--- config.mk ---
export PLATFORM = sky130hd
export DESIGN_NAME = bus_arbiter
export DESIGN_NICKNAME = d
export VERILOG_FILES = /design/src/rtl/bus_arbiter.sv
export SDC_FILE = /design/constraint.sdc
export NUM_CORES = 1
export LEC_CHECK = 0
export BUFFER_PORTS_ARGS = -buffer_cell sky130_fd_sc_hd__buf_2
export CAP_MARGIN = 30
export CORE_AREA = 4 4 41 43
export DETAILED_ROUTE_END_ITERATION = 12
export DIE_AREA = 0 0 45 47
export PLACE_DENSITY = 0.7
export SYNTH_ARGS = -nofsm -noshare
export SYNTH_HDL_FRONTEND = slang
export SYNTH_SLANG_ARGS = --single-unit
--- constraint.sdc ---
create_clock -name clk -period 1.7 [get_ports clk]
set_clock_uncertainty 0.05 [all_clocks]
set_input_delay 0.17 -clock clk [delete_from_list [all_inputs] [get_ports clk]]
set_output_delay 0.17 -clock clk [all_outputs]
set_load 0.01 [all_outputs]
--- src/rtl/bus_arbiter.sv ---
// bus_arbiter: round-robin owner selection for a shared tri-state bus.
// One-hot grant drives each master's TRIBUFFER output enable; every change of
// owner passes through a one-cycle all-low TURNAROUND so drivers never overlap.
// Optional hold-timeout watchdog: define BUS_ARBITER_TIMEOUT_EN to build it.
//
// state      | meaning
// -----------+--------------------------------------------------
// S_IDLE     | no owner, all grants low
// S_GRANTED  | one owner, exactly one grant bit high
// S_TURNAROUND | bus gap cycle after a release or revoke
module bus_arbiter #(
    parameter int REQUESTERS = 4,
    parameter int TIMEOUT    = 15
) (
    input  logic                          clk,
    input  logic                          rst,
    input  logic [REQUESTERS-1:0]         req,
    output logic [REQUESTERS-1:0]         grant,
    output logic [$clog2(REQUESTERS)-1:0] grant_id,
    output logic                          busy,
    output logic                          timeout
);

    localparam int W = $clog2(REQUESTERS);

    typedef enum logic [1:0] {
        S_IDLE       = 2'd0,
        S_GRANTED    = 2'd1,
        S_TURNAROUND = 2'd2
    } state_t;

    state_t                state;
    state_t                state_nxt;
    logic [W-1:0]          last_owner;
    logic [W-1:0]          last_owner_nxt;
    logic [REQUESTERS-1:0] grant_nxt;
    logic [W-1:0]          grant_id_nxt;
    logic                  busy_nxt;
    logic                  timeout_nxt;

    logic [REQUESTERS-1:0] eligible;
    logic [REQUESTERS-1:0] elig_rot;
    logic                  win_found;
    logic [W-1:0]          win_idx;
    int                    cand;
    logic                  owner_req;
    logic                  fire;

    // While GRANTED the owner is always last_owner, since it updates on every grant.
    assign owner_req = req[last_owner];

`ifdef BUS_ARBITER_TIMEOUT_EN
    logic [7:0]            hold_cnt;
    logic [REQUESTERS-1:0] penalty;

    assign eligible = req & ~penalty;
    // Fire on the edge where the count would reach TIMEOUT with the owner still requesting.
    assign fire = (state == S_GRANTED) && owner_req && (hold_cnt == 8'(TIMEOUT - 1));

    // Hold counter: zero outside GRANTED, counts requesting GRANTED cycles, saturates.
    always_ff @(posedge clk) begin
        if (rst) begin
            hold_cnt <= '0;
        end else if (state != S_GRANTED) begin
            hold_cnt <= '0;
        end else if (owner_req && (hold_cnt != 8'hFF)) begin
            hold_cnt <= hold_cnt + 8'd1;
        end
    end

    // Penalty: set on the revoked owner, cleared by the first sampled low request.
    always_ff @(posedge clk) begin
        if (rst) begin
            penalty <= '0;
        end else begin
            for (int i = 0; i < REQUESTERS; i++) begin
                if (fire && (last_owner == W'(i))) begin
                    penalty[i] <= 1'b1;
                end else if (!req[i]) begin
                    penalty[i] <= 1'b0;
                end
            end
        end
    end
`else
    assign eligible = req;
    assign fire     = 1'b0;
`endif

    // Rotate so bit 0 is the requester just after last_owner (lowest priority = last_owner).
    assign elig_rot = REQUESTERS'({eligible, eligible} >> (int'(last_owner) + 1));

    // First eligible requester in round-robin order after last_owner.
    always_comb begin
        win_found = 1'b0;
        win_idx   = '0;
        cand      = 0;
        for (int i = 0; i < REQUESTERS; i++) begin
            if (!win_found && elig_rot[i]) begin
                win_found = 1'b1;
                cand      = int'(last_owner) + 1 + i;
                if (cand >= REQUESTERS) begin
                    cand = cand - REQUESTERS;
                end
                win_idx = W'(cand);
            end
        end
    end

    // Next-state and next registered outputs.
    always_comb begin
        state_nxt      = state;
        last_owner_nxt = last_owner;
        grant_nxt      = '0;
        grant_id_nxt   = '0;
        busy_nxt       = 1'b0;
        timeout_nxt    = 1'b0;
        case (state)
            S_IDLE, S_TURNAROUND: begin
                if (win_found) begin
                    state_nxt      = S_GRANTED;
                    last_owner_nxt = win_idx;
                    grant_nxt      = {{(REQUESTERS-1){1'b0}}, 1'b1} << win_idx;
                    grant_id_nxt   = win_idx;
                    busy_nxt       = 1'b1;
                end else begin
                    state_nxt = S_IDLE;
                end
            end
            S_GRANTED: begin
                if (!owner_req || fire) begin
                    state_nxt   = S_TURNAROUND;
                    timeout_nxt = fire;
                end else begin
                    grant_nxt    = grant;
                    grant_id_nxt = grant_id;
                    busy_nxt     = 1'b1;
                end
            end
            default: begin
                state_nxt = S_IDLE;
            end
        endcase
    end

    // State and output registers; reset drops grant at the same edge.
    always_ff @(posedge clk) begin
        if (rst) begin
            state      <= S_IDLE;
            last_owner <= W'(REQUESTERS - 1);
            grant      <= '0;
            grant_id   <= '0;
            busy       <= 1'b0;
            timeout    <= 1'b0;
        end else begin
            state      <= state_nxt;
            last_owner <= last_owner_nxt;
            grant      <= grant_nxt;
            grant_id   <= grant_id_nxt;
            busy       <= busy_nxt;
            timeout    <= timeout_nxt;
        end
    end

endmodule

==> impl_metrics.toml, run 1 <==
[clock_tree]
post_cts_buffers = 0
cts_tree = "yes"
clk_pin_slew_ns = 0.07
clock_latency_ns = 0.27
clkSinkCount = 11
h-tree-depth = 1
numCtsBuffers = 3
max-clock-path-buffers = 2
cts_root_buffer = "clkbuf_4"

[pwr]
cellLeakagePower_nw = 0.275
power_density_mw_per_mm2 = 1010
peakVddDrop_uv = 447

[timing]
period_needed_ns = 1.56
period_share_pct = 91.5
slew_violations = 0
rsz0062_at_grt = "no"
finalHoldViolCount = 0
timing.fmax_mhz = 643
final-setup-viol-count = 0
finalSetupTns_ns = 0

[drt]
final_antenna_net_count = 0
drc = 0
via_count = 468
drt_iter0_markers = 11
wire_per_inst_um = 12.7
wirelength_um = 1070
dr.pass1.iters = 4
vias_per_cell = 5.57

[worst_setup_path]
crit_arrival_ns = 1.66
cp.required_ns = 1.81
end_kind = "flop"
critPathLaunchType = "flop"
crit_family = "multiplexers"
slowest_delay_ns = 0.54
cp.buffers_inverters = 0
path_cells = "mux4_2 -> and4bb_4 -> a22o_1"
critPathKind = "flop to flop"
crit_fanout = 6
cpMaxStageDelayCell = "mux4_2"

[synthesis]
synth_seq_cells = 11
synthesis.nets = 61
synth_cell_types = 26
synth_top_area_share_pct = 43.5
ys_seq_area_share_pct = 43.5
synth_top_area_cell = "dfxtp_1"
synthCells = 55
netlist_area_sq_um = 507
synthTopCellsByArea = "dfxtp_1 (43%), nand2_1 (5.2%), a21o_1 (4.4%), mux4_2 (4.4%), o21ai_0 (4.0%)"
synth_area_per_cell_sq_um = 9.21
ys_warn_count = 0

[layout]
post-route-util_pct = 46.3
layout-drive-gt1-share_pct = 29.0
syn_to_final_growth_pct = 18.8
num-fill-cells = 148
multi_input_area_sq_um = 268
seq_area_sq_um = 221
antenna_cells = 0
final_nets = 76

[global_route]
overflow = 0
grt_pass1_vias = 443
track_usage_pct = 12.7
antenna_found_initial = 0
grt_first_pass_wirelength_um = 1860
grt_max_degree = 9

[floorplanning]
boundaryPins = 14
initial_utilization_pct = 38.9
core_sq_mm = 0.00130
die_y_um = 47
dieArea_sq_mm = 0.00212
core.rowCount = 13
die_x_um = 45

[place]
hpwlAfterDp_um = 826
finalWeightedCongestion = 0.835
port_buffers = 12

[min_path]
hp-class = "input port to flop"

[run_status]
outcome = "finished, final reports clean"

[flow_run]
maxCapViolations = 0
-- final timing paths --
check                                   start     endpoint  slack [ns]  depth (start not counted)
worst min register to register       state[1]     state[1]        0.39                          1
worst max-delay path            last_owner[0]  grant_id[0]        0.14                          3
worst max register to register  last_owner[0]  grant_id[0]        0.14                          3
worst min-delay path                      rst         busy        0.11                          2
-- synth_stat cells, drive strengths merged --
library cell	instances
a211o	2
a211oi	1
a21o	3
a21oi	3
a221o	1
a221oi	1
a22o	1
and4bb	1
buf	1
clkbuf	1
conb	1
dfxtp	11
inv	2
mux4	1
nand2	7
nand2b	3
nand3b	1
nor2	3
nor2b	1
nor3	1
nor4b	1
o21a	1
o21ai	4
o221ai	1
o31ai	1
or2	1
-- per-layer routing --
| metal | vias to the layer above | global-route usage [%] | share of wire [%] |
|---|---|---|---|
| li1 | 231 | - | - |
| met4 | 0 | 14.0 | 4.1 |
| met1 | 214 | 14.3 | 43 |
| met2 | 19 | 19.2 | 47 |
| met5 | - | 0 | 0 |
| met3 | 4 | 2.30 | 5.3 |
-- registers in the layout (all words and copies together), names as in the netlist --
register	flops
grant_id	2
state	2
grant	4
busy	1
last_owner	2
-- per-stage QoR --
stage / cell area, sq um / cells / worst slack (ns) / power [mW] / hold WS [ns]
final: 602 / 84 / 0.144 / 0.610 / 0.111
after global routing: 602 / 84 / 0.0859 / 0.651 / 0.0956
after CTS: 601 / 84 / 0.0735 / 0.618 / 0.0950
after detailed placement: 574 / 80 / 0.0884 / 0.440 / 0.381
after global placement: 574 / 80 / 0.145 / 0.436 / 0.376
after floorplan: 507 / 55 / 0.175 / 0.398 / 0.189
-- report_power, final --
part / internal (mW) / total [mW] / switching (mW)
clock network: 0.0909 / 0.176 / 0.0850
registers: 0.285 / 0.309 / 0.0237
logic: 0.0618 / 0.126 / 0.0642
-- timing repair --
| action | CTS | global route |
|---|---|---|
| setup endpoints to repair | 0 | 1 |
| gates resized for setup | 0 | 1 |
| hold buffers | 0 | 0 |
-- cell families after synthesis --
family,after synthesis,share of synthesized area [%]
AOI/OAI and AO/OA,19,26.7
buffers and inverters,4,3.70
DFF,11,43.5
muxes,1,4.44
other,1,0.740
and+or+nand+nor,19,21.0
-- layout make-up --
cell class	count	area share [%]
Sequential cell	11	36.8
Tap cell	15	3.12
Clock buffer	4	4.37
Inverter	2	1.25
Timing Repair Buffer	12	9.98
Multi-Input combinational cell	40	44.5
-- cells in the final DEF, fill, tap and decap left out, types with 2 or more instances in the layout --
master    instances
nand2_1           7
nor2_1            3
nand2b_1          3
buf_2            12
a21oi_1           3
a21o_1            3
clkbuf_4          3
a211o_1           2
dfxtp_1          10
o21ai_0           4
inv_1             2
No activity file was read; power rests on OpenSTA's default activity.
==> run 2, diff against run 1 <==
==> config.mk (replaced) <==
export PLATFORM = sky130hd
export DESIGN_NAME = bus_arbiter
export DESIGN_NICKNAME = d
export VERILOG_FILES = /design/src/rtl/bus_arbiter.sv
export SDC_FILE = /design/constraint.sdc
export NUM_CORES = 1
export LEC_CHECK = 0
export CAP_MARGIN = 30
export CORE_AREA = 4 4 41 43
export DETAILED_ROUTE_END_ITERATION = 12
export DIE_AREA = 0 0 45 47
export DONT_BUFFER_PORTS = 1
export PLACE_DENSITY = 0.61
export SYNTH_ARGS = -nofsm -noshare
export SYNTH_HDL_FRONTEND = slang
export SYNTH_SLANG_ARGS = --single-unit
==> impl_metrics.toml, run 2 (synthesis gave the netlist of run 1 again) <==
[timing]
finalSetupTns_ns = 0
period_share_pct = 93.2
hold-worst-slack_ns = 0.0861
rsz0062_at_grt = "no"
period_needed_ns = 1.59
fin_ws_ns = 0.115
timing.fmax_mhz = 631
final-setup-viol-count = 0
slew_violations = 0
finalHoldViolCount = 0

[global_route]
track_usage_pct = 11.7
grt_max_degree = 9
overflow = 0
grt_first_pass_wirelength_um = 1730
antenna_found_initial = 0
grt_pass1_vias = 379

[worst_setup_path]
crit_start = "last_owner[0]"
critPathKind = "flop to flop"
crit_fanout = 6
cp.required_ns = 1.80
r2r_end = "grant_id[0]"
end_kind = "flop"
reg2reg_slack_ns = 0.11
endpoint = "grant_id[0]"
crit_arrival_ns = 1.69
worst_r2r_path_depth = 3
critPathLaunchType = "flop"
rr_startpoint = "last_owner[0]"

[floorplanning]
boundaryPins = 14
core.rowCount = 13
core_sq_mm = 0.00130
initial_utilization_pct = 38.9
dieArea_sq_mm = 0.00212
die_x_um = 45
die_y_um = 47

[clock_tree]
cts_root_buffer = "clkbuf_4"
cts_tree = "yes"
clk_pin_slew_ns = 0.07
clock_latency_ns = 0.26
clkSinkCount = 11
max-clock-path-buffers = 2
h-tree-depth = 1
numCtsBuffers = 3

[layout]
mostFrequentLayoutCell = "dfxtp_1"
post-route-util_pct = 42.3
design_area_sq_um = 551
final_cell_mix = "dfxtp_1 (11), nand2_1 (7), o21ai_0 (4)"
final_nets = 65
antenna_cells = 0
num-fill-cells = 141
layout-drive-gt1-share_pct = 12.1
syn_to_final_growth_pct = 8.64
top_register = "grant"
largest_reg_flops = 4

[drt]
wire_per_inst_um = 13.9
vias_per_cell = 5.45
wirelength_um = 1010
final_antenna_net_count = 0
drc = 0
dr.pass1.iters = 4
drt_iter0_markers = 3
via_count = 398

[run_status]
outcome = "finished, final reports clean"

[pwr]
peakVddDrop_uv = 727
switchingPower_mw = 0.158
p_clk_share_pct = 29.2
internal_power_mw = 0.425
swShare_pct = 27.1
combPwrFrac_pct = 16.3
power_density_mw_per_mm2 = 1060
seq_power_share_pct = 54.5
cellLeakagePower_nw = 0.224

[place]
pre_cts_slack_ns = 0.123
port_buffers = 0
dpl_cell_area_sq_um = 514
finalWeightedCongestion = 0.798

[min_path]
hp-class = "input port to flop"
hold_start = "req[0]"

[flow_run]
maxCapViolations = 0
-- run 2: area by class of cell --
cell class              count  area (sq um)  area share (%)
clock buffers               4          26.3            4.77
inverters                   2          7.51            1.36
multi-input cells          40           268            48.6
flip-flops and latches     11           220            40.0
well taps                  15          18.8            3.41
repair buffers              1          10.0            1.82
-- run 2: how the worst min path moves through the flow --
| stage | to | slack [ns] | cells after the start |
|---|---|---|---|
| after global placement | state[0] | 0.19 | 1 |
| after floorplan | busy | 0.19 | 1 |
| after detailed placement | state[0] | 0.19 | 1 |
| after global routing | grant[2] | 0.08 | 2 |
| after CTS | grant[2] | 0.08 | 2 |
| final | grant[2] | 0.09 | 2 |
-- run 2: power groups by stage --
stage | Clock (mW) | Combinational [mW] | Sequential (mW)
after detailed placement | 0 | 0.0916 | 0.324
after global routing | 0.193 | 0.107 | 0.323
after global placement | 0 | 0.0923 | 0.323
after CTS | 0.180 | 0.0951 | 0.318
after floorplan | 0 | 0.0856 | 0.312
final | 0.170 | 0.0949 | 0.318
-- run 2: layer usage --
layer	part of all wire (%)	track usage [%]	routed length [um]
met1	45	12.4	457
met2	48	19.2	488
met3	6.7	7.28	68
met4	0	3.51	0
met5	0	0	0
-- run 2: critical path: stages (launching register included) --
cell and delay (ns):
dfxtp_1 0.42, mux4_2 0.55, and4bb_4 0.24, a22o_1 0.22
-- run 2: stage by stage --
step,power (mW),std cells
floorplan,0.398,55
detailed placement,0.415,68
CTS,0.593,73
global route,0.623,73
finish,0.583,73
global placement,0.416,68
-- run 2: timing repair --
item	4_1_cts	5_1_grt
buffers inserted	0	0
hold buffers	1	0
resized for setup	0	0
hold endpoints to repair	5	0
==> run 3, diff against run 2 <==
==> config.mk (replaced) <==
export PLATFORM = sky130hd
export DESIGN_NAME = bus_arbiter
export DESIGN_NICKNAME = d
export VERILOG_FILES = /design/src/rtl/bus_arbiter.sv
export SDC_FILE = /design/constraint.sdc
export NUM_CORES = 1
export LEC_CHECK = 0
export ABC_AREA = 1
export CAP_MARGIN = 30
export CORE_MARGIN = 4
export CORE_UTILIZATION = 55
export DETAILED_ROUTE_END_ITERATION = 12
export DONT_BUFFER_PORTS = 1
export PLACE_DENSITY = 0.79
export SYNTH_ARGS = -nofsm -noshare
export SYNTH_HDL_FRONTEND = slang
export SYNTH_SLANG_ARGS = --single-unit
==> impl_metrics.toml, run 3 <==
[synthesis]
synth_edf_count = 0
synth_seq_cells = 11
synthesis.nets = 110
synth_async_sr_flop_share_pct = 0
synthTopCellsByArea = "dfxtp_1 (30%), nand2_1 (13%), nand2_2 (8.4%), nand3_1 (6.1%), inv_1 (6.1%)"
synthTopCellsByCount = "nand2_1 (25), inv_1 (12), dfxtp_1 (11), nand2_2 (10), nand3_1 (9)"
ys_seq_area_share_pct = 29.6
synth_top_area_cell = "dfxtp_1"
synth.most_common_cell = "nand2_1"
synth_top_area_share_pct = 29.6
synth_area_per_cell_sq_um = 7.16
synth_cell_types = 24
synthCells = 104
ys_warn_count = 0
netlist_area_sq_um = 744
synth_flop_cell = "dfxtp_1"

[timing]
finalSetupTns_ns = 0
period_needed_ns = 1.52
finalHoldViolCount = 0
timing.fmax_mhz = 657
period_share_pct = 89.6
hold-worst-slack_ns = 0.227
slew_violations = 0
rsz0062_at_grt = "no"
final-setup-viol-count = 0

[drt]
drc = 0
vias_per_cell = 5.19
wirelength_um = 1360
drt_iter0_markers = 22
final_antenna_net_count = 0
dr.pass1.iters = 4
via_count = 623
wire_per_inst_um = 11.3

[clock_tree]
cts_tree = "yes"
clk_pin_slew_ns = 0.06
clock_latency_ns = 0.26
numCtsBuffers = 3
h-tree-depth = 1
cts_root_buffer = "clkbuf_4"
post_cts_buffers = 0
clkSinkCount = 11
max-clock-path-buffers = 2
ctsResizeCount = 0

[global_route]
antenna_found_initial = 0
overflow = 0
grt_max_degree = 11
grt_first_pass_wirelength_um = 2290
grt_pass1_vias = 561
track_usage_pct = 15.0

[pwr]
p_clk_share_pct = 10.3
combPwrFrac_pct = 61.2
switchingPower_mw = 0.846
power_density_mw_per_mm2 = 2150
swShare_pct = 51.0
seq_power_share_pct = 28.5
internal_power_mw = 0.813
peakVddDrop_uv = 979
cellLeakagePower_nw = 0.378
power_mw = 1.66

[min_path]
hold_depth = 5
whs_endpoint = "state[1]"
hp-class = "input port to flop"
hold_start = "req[2]"

[worst_setup_path]
slowest_delay_ns = 0.31
cpMostUsedCell = "nand2_1"
rr_startpoint = "last_owner[0]"
reg2reg_slack_ns = 0.18
worst_r2r_path_depth = 9
cp.required_ns = 1.84
crit_family = "simple AND/OR/NAND/NOR gates"
critPathKind = "flop to flop"
crit_arrival_ns = 1.66
end_kind = "flop"
cpMaxStageDelayCell = "dfxtp_1"
crit_fanout = 8
path_cells = "buf_4 -> nand2_1 -> nand3_1 -> nand2_1 -> inv_1 -> nand2_1 -> inv_1 -> nand2_1 -> a21oi_1"
critPathLaunchType = "flop"
cp.buffers_inverters = 3
r2r_end = "grant[2]"

[layout]
mostFrequentLayoutCell = "nand2_1"
final_nets = 113
top_register = "grant"
design_area_sq_um = 769
largest_reg_flops = 4
final_cell_mix = "nand2_1 (25), inv_1 (12), dfxtp_1 (11)"
multi_input_area_sq_um = 424
layout-drive-gt1-share_pct = 27.4
num-fill-cells = 115
layoutNonFillerInstCount = 120
antenna_cells = 0
seq_area_sq_um = 220
syn_to_final_growth_pct = 3.36

[floorplanning]
core_sq_mm = 0.00119
die_y_um = 44.8
initial_utilization_pct = 62.8
boundaryPins = 14
die_x_um = 44.8
core.rowCount = 12
dieArea_sq_mm = 0.00201

[place]
finalWeightedCongestion = 0.954
port_buffers = 0
hpwlAfterDp_um = 1090
placedCellCount = 115
dpl_cell_area_sq_um = 733

[run_status]
outcome = "finished, final reports clean"

[flow_run]
maxCapViolations = 0
[run 3: stage by stage]
| step | setup WS (ns) | utilization, % |
|---|---|---|
| 3_3_place_gp | 0.232 | 61.8 |
| 4_1_cts | 0.185 | 64.9 |
| 5_1_grt | 0.00712 | 64.9 |
| 2_1_floorplan | 0.376 | - |
| 6_report | 0.177 | 64.9 |
| 3_5_place_dp | 0.220 | 61.8 |
[run 3: metal layers]
| layer | GRT usage, % | vias up | wire length, um | share of wire [%] |
|---|---|---|---|---|
| met2 | 23.5 | 21 | 602 | 44 |
| met3 | 7.17 | 0 | 107 | 7.9 |
| li1 | - | 329 | - | - |
| met4 | 0 | 0 | 0 | 0 |
| met1 | 20.1 | 273 | 646 | 48 |
| met5 | 0 | - | 0 | 0 |
[run 3: how the worst max path moves through the flow]
stage / from / cells after the start / end / slack (ns)
final: last_owner[0] / 9 / grant[2] / 0.18
after global routing: last_owner[0] / 9 / grant_id[1] / 0.007
after CTS: last_owner[0] / 12 / grant[0] / 0.19
after detailed placement: last_owner[0] / 9 / grant_id[1] / 0.22
after global placement: last_owner[0] / 12 / grant[0] / 0.23
after floorplan: last_owner[0] / 12 / grant[0] / 0.38
[run 3: logic make-up (layout without fill, tap and decap cells)]
logic type,after synthesis,in the layout,synth area share (%)
buffers and inverters,19,21,13.4
AOI/OAI and AO/OA,9,9,7.73
other,1,1,0.504
DFF,11,11,29.6
and+or+nand+nor,63,63,47.6
xor gates and xnor gates,1,1,1.18
[run 3: what timing repair did]
| item | in CTS | in global routing |
|---|---|---|
| hold endpoints to repair | 10 | 0 |
| endpoints found under the setup margin | 0 | 0 |
| hold buffers | 1 | 0 |
[run 3: power groups by stage]
stage	combinational [mW]	clock (mW)	sequential (mW)
after global routing	1.15	0.186	0.485
after global placement	0.990	0	0.475
final	1.02	0.170	0.473
after CTS	1.02	0.175	0.474
after detailed placement	1.01	0	0.480
after floorplan	0.927	0	0.445
[run 3: cell type report]
class | count | share of cell area, %
clock buffer | 4 | 3.41
inverter | 15 | 8.29
multi-input combinational | 74 | 55.1
sequential | 11 | 28.6
tap | 14 | 2.28
timing repair buffer | 2 | 2.28
[run 3: worst min-delay path, cell delays in order]
cell     delay [ns]
nand2_2        0.06
nand3_1        0.07
nand2_1        0.08
inv_1          0.08
nor4_1         0.04
